$ cat src/rtl/tlc_phase_scheduler.sv
// Timed six-phase traffic-light sequencer for a highway / farm-road intersection.
// Each phase dwells for a programmable number of prescaled ticks. A latched
// farm-road sensor lets the highway leave green once its minimum time is up.
module tlc_phase_scheduler #(
  parameter int CNT_W      = 8,
  parameter int PRESCALE_W = 16
) (
  input  logic                  wb_clk_i,
  input  logic                  wb_rst_i,
  input  logic                  enable_i,
  input  logic [PRESCALE_W-1:0] prescale_i,
  input  logic                  sensor_i,
  input  logic                  cfg_we,
  input  logic [2:0]            cfg_addr,
  input  logic [CNT_W-1:0]      cfg_wdata,
  output logic [2:0]            light_highway,
  output logic [2:0]            light_farm,
  output logic [2:0]            phase_o,
  output logic                  tick_o,
  output logic                  cycle_done_o
);

  typedef enum logic [2:0] {
    HGRE    = 3'd0,
    HYEL    = 3'd1,
    ALLRED1 = 3'd2,
    FGRE    = 3'd3,
    FYEL    = 3'd4,
    ALLRED2 = 3'd5
  } phase_t;

  localparam logic [CNT_W-1:0]      CNT_ONE    = CNT_W'(1);
  localparam logic [PRESCALE_W-1:0] PRESC_ONE  = PRESCALE_W'(1);
  localparam logic [CNT_W-1:0]      HGREEN_RST = CNT_W'(10);
  localparam logic [CNT_W-1:0]      HYEL_RST   = CNT_W'(3);
  localparam logic [CNT_W-1:0]      ALLRED_RST = CNT_W'(1);
  localparam logic [CNT_W-1:0]      FGREEN_RST = CNT_W'(8);
  localparam logic [CNT_W-1:0]      FYEL_RST   = CNT_W'(3);

  phase_t                  state_q, state_d;
  logic [CNT_W-1:0]        cnt_q, cnt_d;
  logic [PRESCALE_W-1:0]   presc_q;
  logic                    latch_q;
  logic [CNT_W-1:0]        hgreen_min_q, hyel_q, allred_q, fgreen_max_q, fyel_q;
  logic                    tick, expiry, advance;
  logic [CNT_W-1:0]        next_dur, load_val;

  // A tick only exists while running and outside reset.
  assign tick   = enable_i && !wb_rst_i && (presc_q == prescale_i);
  assign expiry = tick && (cnt_q == '0);
  assign tick_o = tick;

  // Prescaler: counts 0..prescale_i, parks at 0 while disabled; a count that
  // overshoots a freshly lowered prescale_i wraps without producing a tick.
  always_ff @(posedge wb_clk_i) begin
    // NOTE: sequential state uses non-blocking assignments so every register
    // samples pre-edge values regardless of block ordering.
    if (wb_rst_i || !enable_i) begin
      presc_q <= '0;
    end else if (presc_q >= prescale_i) begin
      presc_q <= '0;
    end else begin
      presc_q <= presc_q + PRESC_ONE;
    end
  end

  // Next-phase selection, duration to load on entry, and light decode.
  always_comb begin
    // NOTE: every output of this block gets a default first, so no path can
    // leave a signal unassigned and infer a latch.
    state_d       = state_q;
    advance       = 1'b0;
    next_dur      = hgreen_min_q;
    light_highway = 3'b100;
    light_farm    = 3'b100;
    unique case (state_q)
      HGRE: begin
        light_highway = 3'b001;
        advance       = expiry && (latch_q || sensor_i);
        state_d       = advance ? HYEL : HGRE;
        next_dur      = hyel_q;
      end
      HYEL: begin
        light_highway = 3'b010;
        advance       = expiry;
        state_d       = advance ? ALLRED1 : HYEL;
        next_dur      = allred_q;
      end
      ALLRED1: begin
        advance  = expiry;
        state_d  = advance ? FGRE : ALLRED1;
        next_dur = fgreen_max_q;
      end
      FGRE: begin
        light_farm = 3'b001;
        // The farm road gives up green as soon as nobody is waiting.
        advance    = expiry || (tick && !sensor_i);
        state_d    = advance ? FYEL : FGRE;
        next_dur   = fyel_q;
      end
      FYEL: begin
        light_farm = 3'b010;
        advance    = expiry;
        state_d    = advance ? ALLRED2 : FYEL;
        next_dur   = allred_q;
      end
      ALLRED2: begin
        advance  = expiry;
        state_d  = advance ? HGRE : ALLRED2;
        next_dur = hgreen_min_q;
      end
      default: begin
        advance  = 1'b1;
        state_d  = HGRE;
        next_dur = hgreen_min_q;
      end
    endcase
    // A zero duration behaves as a single tick.
    load_val = (next_dur == '0) ? '0 : next_dur - CNT_ONE;
    if (advance) begin
      cnt_d = load_val;
    end else if (tick && (cnt_q != '0)) begin
      cnt_d = cnt_q - CNT_ONE;
    end else begin
      cnt_d = cnt_q;
    end
  end

  assign phase_o      = state_q;
  assign cycle_done_o = advance && (state_q == ALLRED2);

  // Phase state and dwell down-counter.
  always_ff @(posedge wb_clk_i) begin
    if (wb_rst_i) begin
      state_q <= HGRE;
      cnt_q   <= HGREEN_RST - CNT_ONE;
    end else begin
      state_q <= state_d;
      cnt_q   <= cnt_d;
    end
  end

  // Farm-road demand latch: set outside farm green, cleared on entering it.
  always_ff @(posedge wb_clk_i) begin
    if (wb_rst_i) begin
      latch_q <= 1'b0;
    end else if (advance && (state_q == ALLRED1)) begin
      latch_q <= 1'b0;
    end else if (sensor_i && (state_q != FGRE)) begin
      latch_q <= 1'b1;
    end
  end

  // Duration registers; a write is seen from the next cycle onward.
  always_ff @(posedge wb_clk_i) begin
    // NOTE: these configuration registers are reset explicitly to usable
    // defaults, unlike a data memory, so the sequencer runs out of reset.
    if (wb_rst_i) begin
      hgreen_min_q <= HGREEN_RST;
      hyel_q       <= HYEL_RST;
      allred_q     <= ALLRED_RST;
      fgreen_max_q <= FGREEN_RST;
      fyel_q       <= FYEL_RST;
    end else if (cfg_we) begin
      case (cfg_addr)
        3'd0:    hgreen_min_q <= cfg_wdata;
        3'd1:    hyel_q       <= cfg_wdata;
        3'd2:    allred_q     <= cfg_wdata;
        3'd3:    fgreen_max_q <= cfg_wdata;
        3'd4:    fyel_q       <= cfg_wdata;
        default: ;
      endcase
    end
  end

endmodule

$ cat config.mk
export PLATFORM = sky130hd
export DESIGN_NAME = tlc_phase_scheduler
export DESIGN_NICKNAME = d
export VERILOG_FILES = /design/src/rtl/tlc_phase_scheduler.sv
export SDC_FILE = /design/constraint.sdc
export NUM_CORES = 1
export LEC_CHECK = 0
export BUFFER_PORTS_ARGS = -buffer_cell sky130_fd_sc_hd__buf_2
export CORE_MARGIN = 2
export CORE_UTILIZATION = 47
export CTS_BUF_LIST = sky130_fd_sc_hd__clkbuf_8
export DETAILED_ROUTE_END_ITERATION = 7
export PLACE_DENSITY = 0.72
export RECOVER_POWER = 100
export SLEW_MARGIN = 15
export SYNTH_ARGS = -nofsm -noshare
export SYNTH_HDL_FRONTEND = slang
export SYNTH_SLANG_ARGS = --single-unit
$ cat constraint.sdc
create_clock -name wb_clk_i -period 3.3 [get_ports wb_clk_i]
set_input_delay 0.33 -clock wb_clk_i [delete_from_list [all_inputs] [get_ports wb_clk_i]]
set_output_delay 0.33 -clock wb_clk_i [all_outputs]
set_load 0.05 [all_outputs]
# After elaboration in Yosys (flattened, before gate mapping)
# Cells that the tools add are included.
# Widths: inputs -> output; s select.
word_totals:
  ram_bits: 0
  ff_bits: 68
  inputBits: 32
  rom_bits: 0
  wordCells: 68
  latchBits: 0
  out_inout_bits: 11
  memories: 0
classes:
  order_cmp: 1
  n_mul: 0
  reduce_logical: 30
  muxes: 14
  bitwise: 0
  n_addsub: 3
  shifts: 0
  n_div: 0
  n_eq_ne: 11
op_table:
  columns: ["op", "n"]
  rows:
  - ["$pmux 8 s4", 1]
  - ["$mux 8", 3]
  - ["$pmux 3 s6", 1]
  - ["$add 16x1->16 const B", 1]
  - ["$eq 16x16->1", 1]
  - ["$ge 16x16->1", 1]
  - ["$logic_not 8->1", 2]
  - ["$sub 8x1->8 const B", 2]
  - ["$eq 3x2->1 const B", 4]
  - ["$pmux 3 s2", 2]
  - ["$reduce_and 2->1", 5]
  - ["$eq 3x3->1 const B", 3]
  - ["$logic_and 1x1->1", 9]
  - ["$reduce_bool 8->1", 1]
  - ["$eq 3x1->1 const B", 2]
  - ["$logic_not 3->1", 2]
  - ["$mux 3", 2]
  - ["$reduce_or 2->1", 3]
  - ["$reduce_or 4->1", 1]
  - ["$logic_not 1->1", 3]
  - ["$logic_or 1x1->1", 3]
  - ["$mux 1", 3]
  - ["$ne 3x2->1 const B", 1]
  - ["$pmux 1 s3", 1]
  - ["other kinds (2)", 2]

# Depth between registers and ports, before layout
logic_depth:
  depth_word: 8
  ltp_mapped: 11
  mapped_depth_nobuf: 10

# Worst setup path after synthesis
# Ideal clock, no wire load.
synth_timing:
  kind: "reg-to-reg"
  start: "register state_q[1] (netlist: phase_o[1])"
  end: "register cnt_q[5]"
  synth_period_minus_slack_ps: 3207
  n_path_buf: 1
  setup_time_ps: 58
  arrival_time_ps: 3148
  slack_ps: 93
  path_stages_with_launch: 12
  t_required_ps: 3242
  path_cell_list: "dfxtp_1 > clkbuf_8 > nor3_1 > nand2_1 > o21ai_0 > nor2_1 > ha_1 > inv_1 > nor2_1 > a31oi_4 > and3b_1 > o221a_2"
synth_between:
  elab_chain_cells: 6
  word_cells_on_any_way: 15
  classes_between: "1 x add/sub; 5 x eq/ne; 4 x mux; 5 x reduce/logical"
synth_rtl:
  columns: ["item", "line", "text"]
  rows:
  - ["start, declared", "40", "phase_t state_q, state_d;"]
  - ["start signal, assigned", "138", "state_q <= state_d;"]
  - ["$eq 3x3->1 / $eq 3x1->1 (equally long branches)", "76", "unique case (state_q)"]
  - ["$reduce_or 2->1 (no line)", null, null]
  - ["$pmux 8 s4", "76", null]
  - ["$sub 8x1->8 / $logic_not 8->1 (equally long branches)", "119", "load_val = (next_dur == '0) ? '0 : next_dur - CNT_ONE;"]
  - ["$mux 8", "119", null]
  - ["$mux 8", "120", "if (advance) begin"]
  - ["end signal, assigned", "136", "cnt_q <= HGREEN_RST - CNT_ONE;"]
  - ["end signal, assigned", "139", "cnt_q <= cnt_d;"]
  - ["end, declared", "41", "logic [CNT_W-1:0] cnt_q, cnt_d;"]
# Parallel ways exist; a longest one is shown, timed or not.
# A chain may end at the register's enable or synchronous reset.

# Worst setup path in the final report
layout_timing:
  start: "register presc_q[3]"
  end: "output cycle_done_o"
layout_between:
  elab_chain_cells: 6
  word_cells_on_any_way: 8
  classes_between: "1 x eq/ne; 1 x mux; 6 x reduce/logical"
layout_rtl:
  columns: ["item", "line", "text"]
  rows:
  - ["start, declared", "42", "logic [PRESCALE_W-1:0] presc_q;"]
  - ["start signal, assigned", "63", "presc_q <= presc_q + PRESC_ONE;"]
  - ["$eq 16x16->1 (*)", "49", "assign tick = enable_i && !wb_rst_i && (presc_q == prescale_i);"]
  - ["$logic_and 1x1->1 (*)", "49", null]
  - ["$logic_and 1x1->1 (on tied branches)", "50, 97", null]
  - ["$logic_or 1x1->1 / $logic_and 1x1->1 (equally long branches)", "97, 79", null]
  - ["$pmux 1 s3 (*)", "76", null]
  - ["$logic_and 1x1->1 (*)", "130", "assign cycle_done_o = advance && (state_q == ALLRED2);"]
  - ["end, declared", "20", "output logic cycle_done_o"]
# Every way passes the cells marked *; elsewhere a longest branch is shown, timed or not.

==> summary.md <==
| Metric | Value |
|---|---|
| First-pass GRT wire length | `15,800 µm` |
| Post-synthesis adder-cell area fraction | `0.0687` |
| Fillers | `744` |
| Die width | `94.2 µm` |
| Worst path bufs/invs | `1` |
| Insertion delay to the later sink of the worst-skew pair | `0.35 ns` |
| Hold Crit Class | `in2reg` |
| Share of layout cells above drive strength 1 | `0.122` |
| Cell with the most instances after synthesis | `nand2_1` |
| Syn_area_per_cell | `7.68 µm²` |
| Distinct cells, synth | `55` |
| Max Slew Vio Count | `0` |
| Starting density of the core | `0.490` |
| Routed via count | `around 3,500` |
| Compound-cell area share of the yosys netlist | `0.181` |
| Largest net degree at the start of global routing | `41` |
| CTS Buffer Depth | `2` |
| Area grow syn2layout | `12.3%` |
| Synth area leaders | `dfxtp_1, nand2_1, ha_1` |
| Inserted Clock Buffers | `9` |
| FFs w/ async S/R, synth | `0` |
| Die Y | `94.2 µm` |
| Max Clock Freq | `0.335 GHz` |
| Worst Tran Pin Value | `just under 0.7 ns` |
| YS warnings | `0` |
| Endpoints failing setup | `0` |
| #FFs+latches synth | `around 70` |
| Critical Path RT | `2.97 ns` |
| Slowest CP cell | `nand4_1` |
| Post-route ant nets | `0` |
| VDD IR max | `443 µV` |
| Min-Delay Path Depth | `3` |
| Relative slew margins | `0.541` |
| Area of the core | `between 7000 and 8000 µm²` |
| I/O pin cnt | `43` |
| Largest family of logic cells by synthesized area | `simple AND/OR/NAND/NOR gates` |
| Post-Syn Area | `3830 µm²` |
| Endpoint, Worst Hold | `hgreen_min_q[2]$_SDFFE_PP0P_` |
| PD cells | `399 nW/µm²` |
| Final design utilization | `0.550` |
| Outcome | `completed` |
| Reg-to-Reg End | `cnt_q[5]$_SDFFE_PP0P_` |
| Min Hold Slack | `~0.26 ns` |
| Main synth FF type | `dfxtp_1` |
| Initial drt markers | `186` |
| # nets final | `590` |
| DRC viols | `0` |
| Detailed placement HPWL | `6890 µm` |
| Final hold vios | `0` |
| Footprint of the multi-input gates | `2220 µm²` |
| Post-synth EDFFs | `0` |
| R2R Setup Slk | `roughly 0.54 ns` |
| Grt ovf | `0` |
| Drt first pass iters | `5` |
| Diodes inserted | `0` |
| Clock sink count | `68` |
| Reg2reg start | `phase_o[2]$_SDFF_PP0_` |
| Root buffer cell | `clkbuf_8` |
| # Post-CTS Setup Buffers | `0` |
| FF/Latch Area | `roughly 1400 µm²` |
| Clk pin slew, worst setup/hold paths | `0.08 ns` |
| Vias in the first global route | `3,338` |
| IO Port Bufs | `42` |
| Seq/Total Area, Yosys | `0.356` |
| Worst EP arrival | `2.66 ns` |
| CTS tree | `built` |
| Layout Skew | `0.0130 ns` |
| Post-route setup TNS | `0 ns` |
| Area share of the largest cell type after synthesis | `0.356` |
| Crit path kind | `reg2out` |
| Simple-Gate Fraction of Synth Area | `0.256` |
| Placer Congestion | `0.948` |
| Post-CTS Hold Buffers | `0` |
| Cell Area, Placed | `4100 µm²` |
| Routed wire length per instance | `14.6 µm` |
| Crit-path max FO | `9` |
| Top cells by count, synth | `nand2_1, dfxtp_1, a21oi_1, nor2_1, inv_1` |
| Post-CTS sizing | `0` |
| Unrepaired setup endpoints after global routing | `no` |
| Pleak | `1.78 nW` |
| Largest area contributor in the netlist | `dfxtp_1` |
| Synth Area in XOR/XNOR | `0.0572` |
| Antenna violations before repair | `0` |
| Min-delay src | `cfg_wdata[2]` |
| Power consumption | `1.72 mW` |
| Design area | `between 4000 and 5000 µm²` |
| Top Family by Delay on Critical Path | `simple AND/OR/NAND/NOR gates` |
| Tcrit/Tclk final | `0.905` |
| Syn_nets | `551` |
| Reg2Reg Depth | `7` |
| Overall routing resource usage | `0.226` |
| Crit start category | `flop` |
| Final Critical Period | `2.99 ns` |
| Max Cap Viol | `0` |
| Mux contribution to synthesized area | `0.0203` |
| Slowest cell delay on critical path | `~0.39 ns` |
| Full die area | `8880 µm²` |
| Synth Instances | `about 500` |
| Cell Chain, Critical Path | `ha_1 > nand3_1 > nor4_1 > nand4_1 > o21a_1 > nor3_1 > buf_2` |
| Via/cell ratio | `5.49` |
| Post-Route WL | `~9400 µm` |
| Row cnt | `32` |
| Crit end category | `output pin` |
| H-Tree Depth | `3` |
-- metrics by stage --
step / cells / setup slack (ns)
after floorplan: 498 / 0.0933
after global placement: 628 / 0.584
after detailed placement: 628 / 0.548
after CTS: 644 / 0.356
after global routing: 644 / 0.0869
final: 644 / 0.314
-- cells by family after synthesis --
kind of cell,after synthesis
adders and majority gates,21
DFF,68
buffers and inverters,52
and+or+nand+nor,216
AOI/OAI and AO/OA,110
xor gates and xnor gates,25
muxes,6
-- routing by layer --
layer | share of wire | GRT usage | vias to the layer above | wire [µm]
li1 | - | - | 1807 | -
met1 | 0.46 | 0.297 | 1623 | 4340
met2 | 0.47 | 0.365 | 92 | 4460
met3 | 0.050 | 0.0498 | 14 | 473
met4 | 0.016 | 0.0797 | 0 | 155
met5 | 0 | 0 | - | 0
-- how the worst max path moves through the flow --
stage	slack, ns	from	end	cells after the start
after detailed placement	0.55	phase_o[2]$_SDFF_PP0_	cnt_q[5]$_SDFFE_PP0P_	7
after global placement	0.58	phase_o[2]$_SDFF_PP0_	cnt_q[5]$_SDFFE_PP0P_	7
after CTS	0.36	presc_q[13]$_SDFF_PP0_	cycle_done_o	7
after global routing	0.09	phase_o[2]$_SDFF_PP0_	cycle_done_o	7
final	0.31	presc_q[3]$_SDFF_PP0_	cycle_done_o	7
after floorplan	0.09	phase_o[1]$_SDFF_PP0_	cnt_q[5]$_SDFFE_PP0P_	11
-- worst min-delay path, stage by stage --
cell,delay (ns)
buf_2,0.13
nand2_1,0.06
a21oi_1,0.05
-- cell type report --
| cell class | count | area share |
|---|---|---|
| clock buffers | 10 | 0.0320 |
| clock inverters | 6 | 0.0204 |
| inverters | 31 | 0.0271 |
| multi-input cells | 378 | 0.518 |
| flip-flops and latches | 68 | 0.317 |
| well taps | 102 | 0.0297 |
| repair buffers | 49 | 0.0565 |
-- power by group --
part	switching, mW	internal, mW	leakage [nW]
registers	0.00854	0.834	0.550
clock network	0.319	0.446	0.116
logic	0.0682	0.0406	1.12
-- flip-flops by register name, indices dropped and copies added, names as in the netlist --
register      count
presc_q          16
allred_q          8
cnt_q             8
fgreen_max_q      8
fyel_q            8
hgreen_min_q      8
hyel_q            8
phase_o           3
latch_q           1
-- cells in the final DEF, fill, tap and decap left out, types with 3 or more instances in the layout --
cell and n:
a21oi_1 51, nand2_1 101, nor2_1 43, and3_1 5
nand4_1 7, a221oi_1 5, nor3_1 10, a211oi_1 4
a21o_1 5, ha_1 21, xnor2_1 10, dfxtp_1 68
nand3_1 24, clkbuf_8 10, xor2_1 15, a32oi_1 3
o211ai_1 4, a22oi_1 8, nor2b_1 3, inv_1 31
buf_4 5, buf_2 31, o21ai_0 19, mux2_2 4
nor4_1 5, clkbuf_1 12
Power figures use the tool's default switching activity.
